### src/rtl/lsu_mem_ctrl.sv
// lsu_mem_ctrl: load/store sequencer between execute and the data-memory bus; `LSU_MISALIGN_TRAP_EN traps misaligned half/word accesses
module lsu_mem_ctrl #(
    parameter int ADDR_W      = 32,
    parameter int DATA_W      = 32,
    parameter int TIMEOUT_CYC = 16
) (
    input  logic              clk_in,
    input  logic              rst_in,
    input  logic              req_valid_in,
    output logic              req_ready_o,
    input  logic              is_store_in,
    input  logic [1:0]        load_size_in,
    input  logic              load_unsigned_in,
    input  logic [ADDR_W-1:0] addr_in,
    input  logic [DATA_W-1:0] wdata_in,
    input  logic [4:0]        rd_addr_in,
    output logic              bus_req_o,
    output logic              bus_we_o,
    output logic [ADDR_W-1:0] bus_addr_o,
    output logic [3:0]        bus_be_o,
    output logic [DATA_W-1:0] bus_wdata_o,
    input  logic              bus_ack_in,
    input  logic [DATA_W-1:0] bus_rdata_in,
    output logic              stall_o,
    output logic              wb_valid_o,
    output logic [4:0]        wb_rd_o,
    output logic [DATA_W-1:0] wb_data_o,
    output logic              err_o,
    output logic              misalign_o
);
    localparam int CW = $clog2(TIMEOUT_CYC + 2);
    typedef enum logic [1:0] {IDLE, ACCESS, RESP, ERR} state_t;
    state_t state, nxt;
    logic [CW-1:0] cnt;
    logic uns_q;
    logic [1:0] sz_q, off_q;
    logic accept, expire, mis;
    logic [3:0] be_n;
    logic [DATA_W-1:0] wd_n, ld;
    logic [7:0] lb;
    logic [15:0] lh;
    assign accept = state == IDLE && req_valid_in;
    assign expire = TIMEOUT_CYC != 0 && int'(cnt) + 1 == TIMEOUT_CYC;
    assign be_n = load_size_in == 2'b00 ? 4'b0001 << addr_in[1:0] :
                  load_size_in == 2'b01 ? 4'b0011 << {addr_in[1], 1'b0} : 4'b1111;
    assign wd_n = load_size_in == 2'b00 ? {4{wdata_in[7:0]}} :
                  load_size_in == 2'b01 ? {2{wdata_in[15:0]}} : wdata_in;
    assign lb = 8'(bus_rdata_in >> {off_q, 3'b000});
    assign lh = off_q[1] ? bus_rdata_in[31:16] : bus_rdata_in[15:0];
    assign ld = sz_q == 2'b00 ? {{24{lb[7] & ~uns_q}}, lb} :
                sz_q == 2'b01 ? {{16{lh[15] & ~uns_q}}, lh} : bus_rdata_in;
    assign bus_req_o   = state == ACCESS;
    assign stall_o     = state != IDLE;
    assign req_ready_o = state == IDLE && !rst_in;
    assign wb_valid_o  = state == RESP;
`ifdef LSU_MISALIGN_TRAP_EN
    logic mis_q;
    assign mis        = (load_size_in == 2'b01 && addr_in[0]) || (load_size_in[1] && addr_in[1:0] != 2'b00);
    assign err_o      = state == ERR && !mis_q;
    assign misalign_o = state == ERR && mis_q;
    // remember whether the ERR visit was a misalignment trap rather than a timeout
    always_ff @(posedge clk_in or posedge rst_in)
        if (rst_in) mis_q <= 1'b0;
        else if (accept) mis_q <= mis;
`else
    assign mis        = 1'b0;
    assign err_o      = state == ERR;
    assign misalign_o = 1'b0;
`endif
    // state register
    always_ff @(posedge clk_in or posedge rst_in)
        if (rst_in) state <= IDLE;
        else state <= nxt;
    // next state: ack beats a coincident timeout
    always_comb begin
        nxt = state;
        case (state)
            IDLE:    nxt = accept ? (mis ? ERR : ACCESS) : IDLE;
            ACCESS:  nxt = bus_ack_in ? (bus_we_o ? IDLE : RESP) : (expire ? ERR : ACCESS);
            default: nxt = IDLE;
        endcase
    end
    // latch the op at acceptance, count access cycles, capture load data at ack
    always_ff @(posedge clk_in or posedge rst_in)
        if (rst_in) begin
            cnt         <= '0;
            uns_q       <= 1'b0;
            sz_q        <= 2'b00;
            off_q       <= 2'b00;
            bus_we_o    <= 1'b0;
            bus_addr_o  <= '0;
            bus_be_o    <= 4'b0000;
            bus_wdata_o <= '0;
            wb_rd_o     <= 5'd0;
            wb_data_o   <= '0;
        end else begin
            if (accept) begin
                cnt         <= '0;
                uns_q       <= load_unsigned_in;
                sz_q        <= load_size_in;
                off_q       <= addr_in[1:0];
                bus_we_o    <= is_store_in;
                bus_addr_o  <= {addr_in[ADDR_W-1:2], 2'b00};
                bus_be_o    <= be_n;
                bus_wdata_o <= wd_n;
                wb_rd_o     <= rd_addr_in;
            end
            if (state == ACCESS) cnt <= cnt + CW'(1);
            if (state == ACCESS && bus_ack_in) wb_data_o <= ld;
        end
endmodule

### config.mk
export PLATFORM = sky130hd
export DESIGN_NAME = lsu_mem_ctrl
export DESIGN_NICKNAME = d
export VERILOG_FILES = /design/src/rtl/lsu_mem_ctrl.sv
export SDC_FILE = /design/constraint.sdc
export NUM_CORES = 1
export LEC_CHECK = 0
export ABC_CLOCK_PERIOD_IN_PS = 3800
export CAP_MARGIN = 10
export CORE_ASPECT_RATIO = 0.5
export CORE_MARGIN = 1
export CORE_UTILIZATION = 44
export CTS_CLUSTER_SIZE = 8
export DETAILED_ROUTE_END_ITERATION = 12
export PLACE_DENSITY = 0.82
export SYNTH_ARGS = -nofsm -noshare
export SYNTH_HDL_FRONTEND = slang
export SYNTH_SLANG_ARGS = --single-unit
### constraint.sdc
create_clock -name clk_in -period 3.8 [get_ports clk_in]
set_input_delay 0.38 -clock clk_in [delete_from_list [all_inputs] [get_ports clk_in]]
set_output_delay 0.38 -clock clk_in [all_outputs]
set_load 0.02 [all_outputs]
==> qor.yml, run 1 <==
status: "finished clean"
fin_util_pct: 69.7
die_w_um: 159
core_area_sq_um: 11900
drcViolationCount: 0
setup_viol: 0
grt-ovfl-total: 0
start_kind: "flip-flop"
die_h_um: 80.7
r2r-start: "off_q[1]$_DFFE_PP0P_"
critical_path.max_stage_delay_ns: 1.03
viasPerCell: 5.19
io_buffers: 217
worstPathArrival_ns: 2.70
cts.repair.resized: 0
synth_cell_types: 41
dp.cells: 961
max-cap-violations: 0
cp_top_family: "flip-flops"
clock-sinks: 116
start_util_pct: 45.6
dieArea_sq_um: 12900
fin_nets: 926
post-cts-setup-buffers: 0
final_antenna_net_count: 0
cp_cell_sequence: "nor2b_1 > buf_4 > a21oi_1 > nor2_1 > o22a_1"
synth-warning-count: 0
clockRootBuffer: "clkbuf_16"
critPathKind: "reg -> reg"
grt_pass1_vias: 4878
slew_violations: 0
gp_congestion: 0.812
netlist_area_sq_um: 5450
num_vias: 5158
syn_area_per_cell_sq_um: 8.91
fin_skew_ns: 0.0101
cts_hold_buffers: 0
fin_tns_setup_ns: 0
p_per_area_nw_per_um2: 873
crit_path_end_kind: "flip-flop"
n_fill_cell: 901
cp_slowest_cell: "dfrtp_1"
min_from: "bus_addr_o[9]$_DFFE_PP0P_"
hp-class: "reg -> reg"
grt_pass1_wl_um: 25400
finalHoldViolations: 0
multi_input_area_sq_um: 2320
grt_max_degree: 59
ioPinCount: 221
firstDrtPassIters: 8
stdcell_count: 993
drive_gt1_share_pct: 6.16
clk_latency_ns: 0.41
crit_required_ns: 4.14
period_share_pct: 62.3
postSynthCellCount: 611
post-dp-hpwl_um: 11500
wire_per_inst_um: 16.4
fp-row-count: 28
track_usage_pct: 25.7
fin_area_sq_um: 8330
synth-seq-area-share_pct: 53.3
clk_pin_slew_ns: 0.05
layout.area.seq_sq_um: 2900
irDropWorstVdd_uv: 454
crit_start: "off_q[1]$_DFFE_PP0P_"
grt_antenna_before_repair: 0
fmaxAchievable_mhz: 423
tightest_slew_ns: 1.19
first_iter_violations: 307
placed_cell_area_sq_um: 7690
leakage_nw: 3.72
cts_buffer_depth: 2
cp_num_buf_inv: 1
diodes: 0
cts_tree: "built"
rsz0062_at_grt: "no"
relSlewSlack_pct: 20.6
htreeDepth: 4
ys_ff_latch: 116
min_period_ns: 2.37
drt-total-wl_um: 16300
cts_made_buffers: 17
syn2layout_area_growth_pct: 52.9
cp_max_fo: 28
## area by class of cell
| cell class | instances | share of cell area (%) |
|---|---|---|
| clock inverters | 8 | 1.44 |
| flip-flops and latches | 116 | 34.9 |
| repair buffers | 226 | 26.9 |
| clock buffers | 24 | 6.15 |
| inverters | 6 | 0.301 |
| multi-input cells | 448 | 27.9 |
| well taps | 165 | 2.48 |
## layer usage
metal  vias to the layer above  part of all wire (%)  GRT usage (%)
met4                         0                   2.3           10.5
met1                      2472                    41           30.9
met5                         -                     0              0
met3                        33                   6.2           7.13
met2                       212                    50           44.2
li1                       2441                     -              -
## registers in the layout, summed over array words and instances, names as in the netlist
register	cells
bus_be_o	4
cnt	5
bus_we_o	1
off_q	2
state	2
bus_wdata_o	32
sz_q	2
wb_rd_o	5
uns_q	1
bus_addr_o	30
wb_data_o	32
## through the flow
stage / hold slack (ns) / setup WS [ns] / power [mW]
6_report: 0.469 / 1.43 / 7.27
5_1_grt: 0.491 / 1.26 / 7.65
4_1_cts: 0.475 / 1.46 / 7.30
3_5_place_dp: 0.461 / 1.48 / 5.58
3_3_place_gp: 0.457 / 1.55 / 5.49
2_1_floorplan: 0.485 / 0.348 / 4.00
## worst reg2reg max path: stages (launching register included)
cell	delay (ns)
dfrtp_1	1.03
nor2b_1	0.61
buf_4	0.29
a21oi_1	0.11
nor2_1	0.11
o22a_1	0.15
## where the power goes
part / leakage, nW / internal, mW / switching, mW
Clock: 0.308 / 1.13 / 0.554
Sequential: 1.40 / 1.83 / 0.459
Combinational: 2.02 / 1.51 / 1.79
## synth_stat cells, drive strengths merged
cell | n | share of area [%]
nor3b | 2 | 0.28
nand2b | 5 | 0.62
conb | 1 | 0.069
o2bb2ai | 1 | 0.16
o21ai | 25 | 2.3
and2 | 2 | 0.23
o21bai | 1 | 0.14
nor2 | 53 | 3.7
o22a | 7 | 1.1
nand3 | 41 | 3.8
buf | 25 | 2.7
xor2 | 2 | 0.32
inv | 6 | 0.41
clkbuf | 18 | 1.2
nand3b | 9 | 1.3
a221oi | 1 | 0.16
nor4 | 1 | 0.11
mux2i | 31 | 5.7
nand2 | 188 | 13
o311ai | 1 | 0.48
a31oi | 5 | 0.85
a21oi | 42 | 3.9
nor3 | 2 | 0.28
a211o | 1 | 0.16
a221o | 1 | 0.18
or2 | 1 | 0.16
a41oi | 7 | 1.1
dfrtp | 116 | 53
ha | 2 | 0.46
nand4b | 1 | 0.16
o31ai | 1 | 0.14
mux2 | 1 | 0.28
nor2b | 11 | 1.3
## layout by cell type (no fill, tap or decap), drive strengths merged, types with 9 or more instances in the layout
cell type and instances:
nor2b 11, clkdlybuf4s50 217, nor2 53, dfrtp 116, buf 9, mux2i 31, nand3 41, a21oi 42
nand2 188, nand3b 9, clkbuf 24, o21ai 25
## cells by family after synthesis
kind of cell	synth area share, %
buffers and inverters	4.34
adder cells (fa/ha/maj)	0.459
other	0.0689
flip-flops	53.3
XOR/XNOR	0.322
AND/OR/NAND/NOR	24.8
multiplexers	5.97
AO/OA/AOI/OAI	10.7
## worst paths after layout
check                                             end  slack (ns)  depth (start not counted)
min in group asynchronous      wb_rd_o[1]$_DFFE_PP0P_        0.48                          2
min                         bus_addr_o[9]$_DFFE_PP0P_        0.47                          2
max                          wb_data_o[2]$_DFFE_PP0P_        1.43                          5
max reg2reg                  wb_data_o[2]$_DFFE_PP0P_        1.43                          5
max in group asynchronous  bus_addr_o[24]$_DFFE_PP0P_        2.53                          3
min reg2reg                 bus_addr_o[9]$_DFFE_PP0P_        0.47                          2
Note: power is estimated with default switching activity, not from simulation.
==> run 2, diff against run 1 <==
==> config.mk (replaced) <==
export PLATFORM = sky130hd
export DESIGN_NAME = lsu_mem_ctrl
export DESIGN_NICKNAME = d
export VERILOG_FILES = /design/src/rtl/lsu_mem_ctrl.sv
export SDC_FILE = /design/constraint.sdc
export NUM_CORES = 1
export LEC_CHECK = 0
export ABC_CLOCK_PERIOD_IN_PS = 2080
export CAP_MARGIN = 10
export CORE_ASPECT_RATIO = 0.5
export CORE_MARGIN = 1
export CORE_UTILIZATION = 39
export CTS_CLUSTER_SIZE = 8
export DETAILED_ROUTE_END_ITERATION = 12
export PLACE_DENSITY = 0.76
export SYNTH_ARGS = -nofsm -noshare
export SYNTH_HDL_FRONTEND = slang
export SYNTH_SLANG_ARGS = --single-unit
==> constraint.sdc (replaced) <==
create_clock -name clk_in -period 2.08 [get_ports clk_in]
set_input_delay 0.208 -clock clk_in [delete_from_list [all_inputs] [get_ports clk_in]]
set_output_delay 0.208 -clock clk_in [all_outputs]
set_load 0.02 [all_outputs]
==> qor.yml, run 2 (synthesis gave the netlist of run 1 again) <==
gp_congestion: 0.846  # +4.2%
dr_wl_met3_um: 933  # -7.7%
tightest_slew_ns: 0.633  # -0.558 ns
cp_cell_sequence: "nor2_1 > inv_1 > clkdlybuf4s50_1"
grt_antenna_before_repair: 0  # unchanged
intPower_mw: 8.15  # +82%
cp_max_fo: 6  # -79%
dp.cells: 1001  # +4.2%
first_iter_violations: 383  # +25%
top_layer: "met4"
netSwitchingFraction_pct: 38.8  # +0.29 points
met1_length_um: 7190  # +7.1%
critical_path.max_stage_delay_ns: 0.64  # -0.39 ns
clockRootBuffer: "clkbuf_16"
track_usage_pct: 23.5  # -2.3 points
clk_latency_ns: 0.41  # about the same
leakage_nw: 3.78  # +1.6%
placed_cell_area_sq_um: 7880  # +2.4%
irDropWorstVdd_uv: 628  # +38%
num_vias: 5155  # -0.058%
worstPathArrival_ns: 1.75  # -0.95 ns
seqPwrFrac_pct: 30.6  # -0.8 points
fin_tns_setup_ns: 0  # unchanged
firstDrtPassIters: 5  # -3
slew_violations: 0  # unchanged
max-cap-violations: 0  # unchanged
grt_pass1_wl_um: 26100  # +2.7%
cp_top_family: "buffers and inverters"
final_antenna_net_count: 0  # unchanged
viasPerCell: 5.00  # -3.8%
period_share_pct: 94.3
grt-ovfl-total: 0  # unchanged
relSlewSlack_pct: 57.8  # +37 points
post-dp-hpwl_um: 11500  # +0.74%
critPathKind: "reg -> out"
mostFrequentLayoutCells: "clkdlybuf4s50_1, nand2_1, dfrtp_1, nor2_1, a21oi_1"
diodes: 0  # unchanged
setup_viol: 0  # unchanged
fin_nets: 939  # +1.4%
cts_made_buffers: 17  # unchanged
status: "finished clean"
clock-sinks: 116  # unchanged
crit_required_ns: 1.87  # -2.27 ns
die_h_um: 85.6  # +6.1%
fp-row-count: 30  # +7.1%
hp-class: "in -> reg"
finalHoldViolations: 0  # unchanged
rsz0062_at_grt: "no"
cp_num_buf_inv: 2  # +1
crit_path_end_kind: "output pin"
post-cts-setup-buffers: 0  # unchanged
stdcell_count: 1032  # +3.9%
min_period_ns: 1.96
htreeDepth: 4  # unchanged
fin_util_pct: 62.3  # -7.4 points
start_util_pct: 40.1  # -5.5 points
final_common_cell: "clkdlybuf4s50_1"
dieArea_sq_um: 14500  # +13%
p_per_area_nw_per_um2: 1570  # +80%
die_w_um: 169  # +6.1%
cts_buffer_depth: 2  # unchanged
fin_skew_ns: 0.00872  # -0.00140 ns
wire_per_inst_um: 16.1  # -2.2%
cp_slowest_cell: "clkdlybuf4s50_1"
reg_top3: "bus_wdata_o x32, wb_data_o x32, bus_addr_o x30"
start_kind: "flip-flop"
clk_pin_slew_ns: 0.06  # about the same
met2_length_um: 7890  # -3.6%
drt-total-wl_um: 16600  # +1.7%
grt_max_degree: 117  # +98%
p_clk_share_pct: 22.3  # -0.9 points
fin_area_sq_um: 8470  # +1.7%
fmaxAchievable_mhz: 510
power_frac_comb_pct: 47.1  # +1.7 points
io_buffers: 217  # unchanged
ioPinCount: 221  # unchanged
cts_tree: "built"
drcViolationCount: 0  # unchanged
core_area_sq_um: 13600  # +14%
grt_pass1_vias: 5079  # +4.1%
syn2layout_area_growth_pct: 55.5
switchingPower_mw: 5.17  # +85%
drive_gt1_share_pct: 7.26  # +1.1 points
run 2: cell types whose count changed in the layout (fill, tap and decap cells not counted), sizes merged:
cell	before	now
buf	9	22
clkbuf	24	22
clkdlybuf4s50	217	215
dlygate4sd2	0	2
clkinv	3	4
clkinvlp	2	3
inv	6	5
run 2: repair_timing:
item	in CTS	in global routing
setup endpoints to repair	2	0
hold buffers	0	0
gates resized for setup	2	0
hold endpoints to repair	0	0
run 2: worst paths after layout:
check | startpoint | to | slack, ns | cells after the start
hold reg to reg | bus_addr_o[18]$_DFFE_PP0P_ | bus_addr_o[18]$_DFFE_PP0P_ | 0.47 | 2
setup / recovery | state[0]$_DFF_PP0_ | stall_o | 0.12 | 3
setup reg to reg | off_q[1]$_DFFE_PP0P_ | wb_data_o[9]$_DFFE_PP0P_ | 0.43 | 6
max in group asynchronous | rst_in | wb_data_o[25]$_DFFE_PP0P_ | 1.25 | 3
hold / removal | addr_in[31] | bus_addr_o[31]$_DFFE_PP0P_ | 0.33 | 3
min in group asynchronous | rst_in | bus_addr_o[27]$_DFFE_PP0P_ | 0.35 | 3
run 2: worst register-to-register path: stages (launching register included):
cell and delay, ns:
dfrtp_1 0.42, buf_4 0.19, buf_4 0.21, nand2_1 0.10
nand3b_1 0.12, a31oi_4 0.29, a41oi_1 0.17
run 2: layer usage:
| layer | global-route usage (%) | up-vias |
|---|---|---|
| met5 | 0 | - |
| met4 | 11.5 | 0 |
| met3 | 5.86 | 38 |
| met2 | 38.8 | 194 |
| met1 | 29.1 | 2454 |
| li1 | - | 2469 |
run 2: stage by stage:
stage,setup slack [ns],total power [mW],hold slack (ns)
detailed placement,0.232,10.4,0.462
floorplan,0.459,7.31,0.313
CTS,0.0943,13.4,0.311
global route,0.0467,14.0,0.321
finish,0.118,13.3,0.326
global placement,0.292,10.2,0.458
run 2: final cells by class:
class	instances	area (sq um)
Tap cell	192	240
Inverter	6	26.3
Clock inverter	9	129
Clock buffer	22	464
Fill cell	1130	5120
Sequential cell	116	2900
Timing Repair Buffer	239	2380
Multi-Input combinational cell	448	2320
run 2: power groups by stage:
stage,Sequential (mW),Combinational [mW],Clock [mW]
3_3_place_gp,4.05,6.18,0
5_1_grt,4.21,6.71,3.11
3_5_place_dp,4.09,6.29,0
6_report,4.07,6.28,2.97
2_1_floorplan,5.18,2.13,0
4_1_cts,4.07,6.30,3.01
